**src/rtl/ev22_datapath_sequencer.sv**
```systemverilog
// ev22_datapath_sequencer
// Multi-cycle control FSM for the EV22 16-bit datapath. It fetches
// instruction words over a req/ack handshake, decodes the operand selects
// for the register read mux, strobes the operand/ALU latch, and issues the
// register write-back. It flags illegal selects and stops on HALT.
//
// Ports:
//   clk          rising-edge system clock
//   n_reset      asynchronous active-low reset
//   Run          level; enables execution out of IDLE
//   Instr_Req    program-memory fetch request (high throughout FETCH)
//   Instr_Ack    program-memory data valid, one-cycle pulse
//   Instr_Data   instruction word: [15:11] opcode, [10:6] Sel_A/dest, [5:0] Sel_B
//   PC           address of the word being fetched
//   Sel_A/Sel_B  operand selects, held from DECODE to the next DECODE
//   ALU_Op       opcode forwarded to the ALU
//   updateBlock  one-cycle operand/ALU latch strobe (EXEC)
//   Write_En     one-cycle register write strobe (WB)
//   Write_Addr   destination register, valid while Write_En is high
//   Illegal      sticky illegal-select flag
//   Halted       high while in HALT
module ev22_datapath_sequencer #(
  parameter int unsigned PC_W     = 8,
  parameter int unsigned WREG_SEL = 34,
  parameter int unsigned PI0_SEL  = 28,
  parameter int unsigned PI1_SEL  = 29
) (
  input  logic            clk,
  input  logic            n_reset,
  input  logic            Run,
  output logic            Instr_Req,
  input  logic            Instr_Ack,
  input  logic [15:0]     Instr_Data,
  output logic [PC_W-1:0] PC,
  output logic [4:0]      Sel_A,
  output logic [5:0]      Sel_B,
  output logic [4:0]      ALU_Op,
  output logic            updateBlock,
  output logic            Write_En,
  output logic [4:0]      Write_Addr,
  output logic            Illegal,
  output logic            Halted
);

  localparam logic [5:0] WREG_CODE = 6'(WREG_SEL);
  localparam logic [4:0] PI0_CODE  = 5'(PI0_SEL);
  localparam logic [4:0] PI1_CODE  = 5'(PI1_SEL);
  localparam logic [4:0] OP_NOP    = 5'd0;
  localparam logic [4:0] OP_HALT   = 5'd31;

  typedef enum logic [2:0] {
    S_IDLE,
    S_FETCH,
    S_DECODE,
    S_EXEC,
    S_WB,
    S_HALT
  } state_t;

  state_t      state;
  state_t      state_nx;
  logic [15:0] ir;
  logic [4:0]  ir_op;
  logic [4:0]  ir_a;
  logic [5:0]  ir_b;
  logic        sel_illegal;
  logic        wb_write;

  always_comb begin
    ir_op = ir[15:11];
    ir_a  = ir[10:6];
    ir_b  = ir[5:0];
    // Register codes 0..29 are readable; Sel_B additionally reaches the
    // working register. Everything else is an illegal select.
    sel_illegal = (ir_a > 5'd29) || ((ir_b > 6'd29) && (ir_b != WREG_CODE));
    // Opcodes 1..15 write back, except into the read-only input ports.
    wb_write = (ALU_Op != OP_NOP) && !ALU_Op[4] &&
               (Sel_A != PI0_CODE) && (Sel_A != PI1_CODE);
  end

  always_comb begin
    state_nx    = state;
    Instr_Req   = 1'b0;
    updateBlock = 1'b0;
    Write_En    = 1'b0;
    Halted      = 1'b0;
    unique case (state)
      S_IDLE: begin
        if (Run) state_nx = S_FETCH;
      end
      S_FETCH: begin
        Instr_Req = 1'b1;
        if (Instr_Ack) state_nx = S_DECODE;
      end
      S_DECODE: begin
        if (sel_illegal)           state_nx = Run ? S_FETCH : S_IDLE;
        else if (ir_op == OP_HALT) state_nx = S_HALT;
        else if (ir_op == OP_NOP)  state_nx = S_FETCH;
        else                       state_nx = S_EXEC;
      end
      S_EXEC: begin
        updateBlock = 1'b1;
        state_nx    = S_WB;
      end
      S_WB: begin
        Write_En = wb_write;
        state_nx = Run ? S_FETCH : S_IDLE;
      end
      S_HALT: begin
        Halted = 1'b1;
      end
      default: state_nx = S_IDLE;
    endcase
    Write_Addr = Write_En ? Sel_A : '0;
  end

  always_ff @(posedge clk or negedge n_reset) begin
    if (!n_reset) begin
      state   <= S_IDLE;
      ir      <= '0;
      PC      <= '0;
      Sel_A   <= '0;
      Sel_B   <= '0;
      ALU_Op  <= '0;
      Illegal <= 1'b0;
    end else begin
      state <= state_nx;
      if ((state == S_FETCH) && Instr_Ack) begin
        ir <= Instr_Data;
        PC <= PC + PC_W'(1);
      end
      if (state == S_DECODE) begin
        Sel_A  <= ir_a;
        Sel_B  <= ir_b;
        ALU_Op <= ir_op;
        if (sel_illegal) Illegal <= 1'b1;
      end
    end
  end

endmodule

```
**config.mk**
```make
export PLATFORM = sky130hd
export DESIGN_NAME = ev22_datapath_sequencer
export DESIGN_NICKNAME = d
export VERILOG_FILES = /design/src/rtl/ev22_datapath_sequencer.sv
export SDC_FILE = /design/constraint.sdc
export NUM_CORES = 1
export LEC_CHECK = 0
export CAP_MARGIN = 5
export CORE_ASPECT_RATIO = 0.5
export CORE_UTILIZATION = 42
export CTS_CLUSTER_DIAMETER = 50
export CTS_CLUSTER_SIZE = 16
export DETAILED_ROUTE_END_ITERATION = 7
export MAX_ROUTING_LAYER = met4
export PLACE_DENSITY = 0.79
export SYNTH_ARGS = -nofsm -noshare
export SYNTH_HDL_FRONTEND = slang
export SYNTH_SLANG_ARGS = --single-unit
```
**constraint.sdc**
```tcl
create_clock -name clk -period 1.38 [get_ports clk]
set_input_delay 0.138 -clock clk [delete_from_list [all_inputs] [get_ports clk]]
set_output_delay 0.138 -clock clk [all_outputs]
set_load 0.1 [all_outputs]
```
==> results of run 1 <==
[Yosys cell counts, types with 2 or more instances]
| library cell | n | share of area (%) |
|---|---|---|
| buf_2 | 5 | 1.3 |
| and3_1 | 2 | 0.65 |
| xnor2_1 | 7 | 3.2 |
| mux2_2 | 16 | 9.4 |
| nand2_1 | 50 | 9.8 |
| buf_4 | 2 | 0.78 |
| nor2b_1 | 2 | 0.65 |
| o31ai_1 | 2 | 0.78 |
| dfrtp_1 | 44 | 57 |
| o21ai_0 | 3 | 0.78 |
| and2_1 | 6 | 2.0 |
| nand4_1 | 5 | 1.6 |
| inv_1 | 3 | 0.59 |
[registers in the layout, indices dropped and copies added (netlist names)]
signal   flops
Illegal      1
PC           8
state        3
ir          16
Sel_B        6
Sel_A        5
ALU_Op       5
[critical path: cells and delay by family (launching register included)]
family	cells	cell delay [ns]
simple gates	3	1.01
buf+inv	1	0.17
flops	1	0.48
[layout make-up]
class,instances,area [um^2]
Clock buffer,8,90.1
Inverter,3,11.3
Tap cell,54,67.6
Fill cell,194,736
Sequential cell,44,1120
Multi-Input combinational cell,116,938
Timing Repair Buffer,85,1180
[routing by layer]
metal  share of wire (%)  GRT usage [%]  vias up
li1                    -              -      744
met1                  41           26.2      839
met2                  52           39.8       44
met3                 5.4           4.40       13
met4                 1.6           7.07        0
met5                   0              -        -
[placed cells by master (no fill, tap or decap), types with 4 or more instances in the layout]
cell type	netlist	layout
dfrtp_1	44	34
clkbuf_8	0	6
buf_12	0	34
nand4_1	5	5
dfrtp_2	0	8
buf_8	0	4
nand2_1	50	50
clkdlybuf4s50_1	0	18
xnor2_1	7	7
buf_4	2	19
and2_4	0	6
mux2_4	0	16
buf_6	1	7
[worst paths after layout]
kind | startpoint | end | depth (start not counted) | slack (ns)
hold reg to reg | PC[5] | PC[5] | 1 | 0.52
min in group asynchronous | n_reset | PC[3] | 3 | 0.46
setup / recovery | ALU_Op[4] | Write_Addr[2] | 4 | -0.72
max in group asynchronous | n_reset | ALU_Op[4] | 3 | 0.50
hold / removal | Instr_Data[12] | ir[12] | 3 | 0.36
setup reg to reg | state[1] | state[1] | 6 | -0.16
[logic make-up after synthesis]
kind of cell | Yosys count | share of synthesized area [%]
simple gates | 79 | 21.6
compound gates | 12 | 4.36
fa+ha+maj | 1 | 0.651
xor+xnor | 7 | 3.19
buf+inv | 12 | 3.45
mux | 16 | 9.38
flops | 44 | 57.3
[metrics by stage]
stage | util, % | cell area, um^2 | TNS (ns) | worst slack (ns) | hold WS (ns)
4_1_cts | 77.4 | 3210 | -5.12 | -0.696 | 0.368
6_report | 82.2 | 3410 | -6.26 | -0.720 | 0.357
3_3_place_gp | 73.1 | 3030 | -3.42 | -0.355 | 0.237
5_1_grt | 82.2 | 3410 | -7.79 | -0.796 | 0.360
3_5_place_dp | 73.1 | 3030 | -4.27 | -0.394 | 0.252
2_1_floorplan | - | 1980 | -8.41 | -1.29 | -0.158
[timing repair]
| item | in CTS | in global routing |
|---|---|---|
| gates resized for setup | 18 | 29 |
| setup buffers | 0 | 5 |
| hold buffers | 1 | 0 |
| endpoints found under the hold margin | 44 | 0 |
| pin swaps | 7 | 6 |
| gates cloned | 0 | 3 |
| setup endpoints to repair | 44 | 38 |
==> flow_summary.yaml, run 1 <==
run_status:
  status: "finished with violations"
  violations: "DRC, setup timing"
sta:
  hold_viol: 0
  setup_ws_ns: -0.720
  period_share_pct: 152
  clock_skew_ns: 0.00575
  tightestPinTransition_ns: 0.543
  max_freq_ghz: 0.476
  post-route-min-period_ns: 2.10
  setup_viol: 27
  grt_setup_unrepaired: "yes"
  slew_viol_final: 0
  slew-limit-headroom_pct: 63.8
worst_setup_path:
  critPathMaxStageDelay_ns: 0.51
  critical_path.max_fanout: 6
  end_kind: "primary output"
  start_kind: "flop"
  arrival_ns: 1.96
  crit_chain: "or4b_4, nor3_4, and2_4, buf_12"
  slowest_stage: "or4b_4"
  crit_type: "flop to primary output"
  critPathRequiredTime_ns: 1.24
placement:
  dp.cells: 293
  place_congestion: 0.723
  port_buffers: 53
  dp.final_hpwl_mm: 3.48
cells_and_area:
  final_cells: 310
  fin_nets: 276
  area_growth_pct: 77.5
  num_antenna_cells: 0
  drive_gt1_share_pct: 46.1
drt:
  firstDrtPassIters: 6
  vias: 1640
  drt_iter0_markers: 143
  ant_nets: 0
  via_per_inst: 5.29
  wl_per_cell_um: 19.5
  routed_wl_mm: 6.04
  drc: 4
die:
  start_util_pct: 46.3
  die-area_um2: 4860
  rows: 16
  core_um2: 4140
  die_w_um: 97.6
  io_pins: 54
  die_h_um: 49.8
clock_tree:
  clk_pin_slew_worst_paths_ns: 0.08
  cts-root-buf: "clkbuf_8"
  clock_path_buffers: 2
  cts_sinks: 44
  cts_buffers: 5
  insertion_delay_ns: 0.30
  cts_tree: "yes"
  htree_num_levels: 2
synth:
  synthFlopType: "dfrtp_1"
  syn_area_per_cell_um2: 11.2
  syn_inst: 171
  synthArstFlopShare_pct: 100
  ys_seq_area_share_pct: 57.3
  ys_ff_latch: 44
  netlist_area_um2: 1920
  yosysWarnings: 0
  synth_nets: 192
  yosysUniqueCellTypes: 37
  synth-edff-count: 0
grt:
  grt_pass1_wl_mm: 8.05
  grt_pass1_vias: 1665
  grtUsageTotal_pct: 22.4
  grt_antenna_before_repair: 0
  grt_max_degree: 45
  gr-total-overflow: 0
min_path:
  hold_path.class: "input port to flop"
flow_run:
  maxCapViolCount: 0
Power of run 1 is left out: the tool's default activity adds up to more than one toggle a clock period on the data nets, which glitch-free logic cannot reach.
==> inputs of run 2 (changes only) <==
- CORE_MARGIN: unset -> 5
==> flow_summary.yaml, run 2 (same netlist as run 1, synthesis figures left out) <==
clock_tree:
  cts_buffers: 5
  insertion_delay_ns: 0.30
  clk_pin_slew_worst_paths_ns: 0.09
  htree_num_levels: 2
  cts-root-buf: "clkbuf_8"
  cts_tree: "yes"
  cts_sinks: 44
  clock_path_buffers: 2
cells_and_area:
  fill_cells: 226
  drive_gt1_share_pct: 50.8
  final_common_cell: "nand2_1"
  final_cell_mix: "46 x nand2_1, 36 x buf_12, 34 x dfrtp_1, 20 x buf_4, 18 x clkdlybuf4s50_1"
  num_antenna_cells: 0
  fin_nets: 278
  area_growth_pct: 80.1
  fin_area_um2: 3460
  largest_reg_flops: 16
  reg_top3: "ir x16, PC x8, Sel_B x6"
  regMostFlops: "ir"
drt:
  drc: 0
  drt_iter0_markers: 62
  firstDrtPassIters: 4
  ant_nets: 0
  routed_wl_mm: 6.18
  via_per_inst: 5.39
  vias: 1697
  wl_per_cell_um: 19.6
die:
  die-area_um2: 6110
  die_h_um: 57.8
  rows: 17
  die_w_um: 106
  core_um2: 4400
  io_pins: 54
  start_util_pct: 43.6
min_path:
  hold_path.class: "input port to flop"
sta:
  setup_viol: 29
  post-route-min-period_ns: 2.13
  slew-limit-headroom_pct: 62.7
  tightestPinTransition_ns: 0.560
  grt_setup_unrepaired: "yes"
  hold_slack_ns: 0.358
  setup_ws_ns: -0.754
  clock_skew_ns: 0.00917
  hold_viol: 0
  slew_viol_final: 0
  period_share_pct: 155
  max_freq_ghz: 0.468
run_status:
  violations: "setup timing"
  status: "finished with violations"
worst_setup_path:
  critical_path.max_fanout: 6
  critPathRequiredTime_ns: 1.24
  start_kind: "flop"
  reg2reg_setup_slack_ns: -0.10
  arrival_ns: 2.00
  end_kind: "primary output"
  crit_type: "flop to primary output"
grt:
  grtUsageTotal_pct: 21.7
  grt_pass1_vias: 1832
  gr-total-overflow: 0
  grt_pass1_wl_mm: 9.79
  grt_max_degree: 45
  grt_antenna_before_repair: 0
placement:
  placed_cell_area_um2: 3050
  port_buffers: 53
  place_congestion: 0.797
  dp.final_hpwl_mm: 3.51
flow_run:
  maxCapViolCount: 0
-- run 2: final cells by class --
type	count	area [um^2]	area share, %
clock buffer	5	68.8	1.99
tap	57	71.3	2.06
sequential	44	1120	32.3
clock inverter	3	46.3	1.34
inverter	3	11.3	0.325
timing repair buffer	87	1210	35.0
multi-input combinational	116	933	27.0
-- run 2: routing by layer --
| metal | global-route usage [%] | vias to the layer above | routed length, um |
|---|---|---|---|
| met1 | 27.2 | 848 | 2660 |
| met3 | 3.45 | 14 | 271 |
| li1 | - | 756 | - |
| met2 | 36.5 | 79 | 3130 |
| met5 | - | - | 0 |
| met4 | 7.75 | 0 | 114 |
-- run 2: worst paths after layout --
check,depth (start not counted),startpoint,to
max in group asynchronous,3,n_reset,ALU_Op[4]
worst max register to register,5,state[2],Sel_A[3]
worst max-delay path,4,ALU_Op[4],Write_Addr[2]
worst min-delay path,3,Instr_Data[1],ir[1]
worst min register to register,2,ir[6],ir[6]
min in group asynchronous,3,n_reset,ir[0]
-- run 2: worst max-delay path: stages (launching register included) --
cell and delay, ns:
dfrtp_4 0.48, or4b_4 0.51, nor3_4 0.31, and2_4 0.23
buf_12 0.17
-- run 2: per-stage QoR --
stage	instances	TNS (ns)	setup WS (ns)	util (%)
floorplan	171	-8.41	-1.29	-
global placement	297	-4.19	-0.357	69.3
detailed placement	297	-5.50	-0.417	69.3
CTS	318	-15.52	-0.737	77.8
global route	315	-7.38	-0.828	78.6
finish	315	-5.80	-0.754	78.6
-- run 2: timing repair --
action,4_1_cts,5_1_grt
resized for setup,31,23
buffers inserted,9,1
pin swaps,16,5
gates cloned,3,0
hold endpoints to repair,44,0
hold buffers,1,0
setup endpoints to repair,44,53
Power of run 2 is left out for the same reason.
==> inputs of run 3 (changes only) <==
- CELL_PAD_IN_SITES_DETAIL_PLACEMENT: unset -> 2
- CELL_PAD_IN_SITES_GLOBAL_PLACEMENT: unset -> 2
- CORE_UTILIZATION: 42 -> 27
- PLACE_DENSITY: 0.79 -> 0.81
- SETUP_SLACK_MARGIN: unset -> 0.05
==> flow_summary.yaml, run 3 (same netlist as run 1, synthesis figures left out) <==
run_status:
  status: "finished with violations"
  violations: "setup timing"
power_and_ir_drop:
  swShare_pct: 50.9
  clockPowerShare_pct: 10.8
  leakagePower_nw: 1.89
  ir_drop_mv: 1.59
  p_per_area_nw_per_um2: 2940
  power.switching_mw: 6.13
  p_int_mw: 5.91
  seq_power_share_pct: 22.8
  p_comb_share_pct: 66.3
drt:
  wl_met2_mm: 5.58
  ant_nets: 0
  wl_met1_mm: 5.04
  wl_met3_um: 360
  routed_wl_mm: 11.1
  firstDrtPassIters: 4
  drc: 0
  top_layer: "met4"
  via_per_inst: 5.00
  drt_iter0_markers: 99
  vias: 1816
  wl_per_cell_um: 30.7
worst_setup_path:
  arrival_ns: 1.97
  end_kind: "primary output"
  start_kind: "flop"
  reg2reg_setup_slack_ns: -0.29
  crit_type: "flop to primary output"
  critPathMaxStageDelay_ns: 0.50
  crit_chain: "or4b_4, nor3_4, buf_4, and2_4, buf_12"
  slowest_stage: "or4b_4"
  critical_path.max_fanout: 3
  worst-path-buf-inv: 2
  critPathRequiredTime_ns: 1.24
  cp_top_family: "simple AND/OR/NAND/NOR gates"
  r2r_start: "state[1]"
  r2r_cells: 6
  r2r_end: "Sel_B[4]"
placement:
  dp.cells: 333
  port_buffers: 53
  dp.final_hpwl_mm: 4.99
  place_congestion: 0.765
sta:
  hold_viol: 0
  slew-limit-headroom_pct: 69.9
  slew_viol_final: 0
  setup_viol: 53
  max_freq_ghz: 0.474
  period_share_pct: 153
  post-route-min-period_ns: 2.11
  setup_ws_ns: -0.729
  grt_setup_unrepaired: "yes"
  tightestPinTransition_ns: 0.447
  clock_skew_ns: 0.00779
clock_tree:
  cts_sinks: 44
  clock_path_buffers: 2
  cts-root-buf: "clkbuf_16"
  cts_tree: "yes"
  clk_pin_slew_worst_paths_ns: 0.07
  htree_num_levels: 2
  cts_buffers: 5
  insertion_delay_ns: 0.30
cells_and_area:
  num_antenna_cells: 0
  utilization_pct: 60.1
  final_cells: 363
  drive_gt1_share_pct: 71.2
  final_common_cell: "buf_12"
  fin_nets: 291
  regMostFlops: "ir"
  largest_reg_flops: 16
  reg_top3: "ir x16, PC x8, Sel_B x6"
  area_growth_pct: 113
  final_cell_mix: "39 x buf_12, 34 x dfrtp_1, 28 x nand2_4, 21 x buf_4, 20 x nand2_2"
die:
  die_w_um: 129
  die_h_um: 69.6
  rows: 21
  core_um2: 6810
  start_util_pct: 28.2
  die-area_um2: 9000
  io_pins: 54
min_path:
  hold_path.class: "input port to asynchronous set/reset pin"
grt:
  grt_pass1_wl_mm: 15.3
  grt_antenna_before_repair: 0
  grt_max_degree: 31
  grtUsageTotal_pct: 23.8
  grt_pass1_vias: 2094
  gr-total-overflow: 0
flow_run:
  maxCapViolCount: 0
==> run 3: cell types whose count changed in the layout (fill, tap and decap cells not counted), sizes merged <==
cell,previous run,this run
buf,68,81
bufinv,1,0
clkbuf,5,6
clkinv,0,2
clkinvlp,1,0
inv,4,3
==> run 3: power by group through the flow <==
| stage | logic [mW] | registers (mW) | clock network, mW |
|---|---|---|---|
| floorplan | 1.59 | 4.32 | 0 |
| global placement | 5.82 | 2.40 | 0 |
| detailed placement | 6.02 | 2.48 | 0 |
| CTS | 7.24 | 2.54 | 1.26 |
| global route | 8.16 | 2.79 | 1.38 |
| finish | 7.98 | 2.75 | 1.30 |
==> run 3: worst max path at each step <==
stage	from	end	slack, ns	cells after the start
5_1_grt	state[1]	Write_Addr[0]	-0.78	5
6_report	ALU_Op[4]	Write_Addr[0]	-0.73	5
4_1_cts	ALU_Op[4]	Write_Addr[0]	-0.67	5
3_3_place_gp	ALU_Op[4]	Write_Addr[1]	-0.39	4
2_1_floorplan	ALU_Op[4]	Write_Addr[0]	-1.29	3
3_5_place_dp	ALU_Op[4]	Write_Addr[0]	-0.43	4
==> run 3: final cells by class <==
cell class | count | area [um^2]
clock inverters | 2 | 10.0
inverters | 3 | 11.3
well taps | 92 | 115
flip-flops and latches | 44 | 1130
repair buffers | 100 | 1400
fillers | 594 | 2710
multi-input cells | 116 | 1290
clock buffers | 6 | 139
==> run 3: routing by layer <==
metal / up-vias / track usage (%)
li1: 778 / -
met1: 973 / 31.7
met2: 54 / 38.2
met3: 11 / 3.85
met4: 0 / 5.01
met5: - / -
==> run 3: through the flow <==
stage | total power, mW | setup TNS (ns) | area, um^2 | hold WS, ns | setup WS [ns]
final | 12.0 | -13.21 | 4090 | 0.317 | -0.729
after global routing | 12.3 | -16.05 | 4090 | 0.357 | -0.780
after CTS | 11.0 | -23.11 | 3830 | 0.318 | -0.673
after detailed placement | 8.50 | -6.19 | 3170 | 0.0761 | -0.431
after global placement | 8.22 | -3.80 | 3170 | 0.0609 | -0.388
after floorplan | 5.91 | -9.83 | 2020 | -0.158 | -1.29
==> run 3: repair_timing <==
action	in CTS	in global routing
setup buffers	15	12
gates cloned	6	0
resized for setup	68	87
pin swaps	18	31
setup endpoints to repair	52	53
endpoints found under the hold margin	14	0
hold buffers	1	0
==> run 3: worst reg2reg max path, cell delays in order (launching register included) <==
cell and delay, ns:
dfrtp_1 0.40, buf_6 0.13, buf_8 0.12, nor3b_4 0.27, buf_4 0.17, buf_12 0.14, mux2_4 0.32
(Power assumes the default switching activity.)
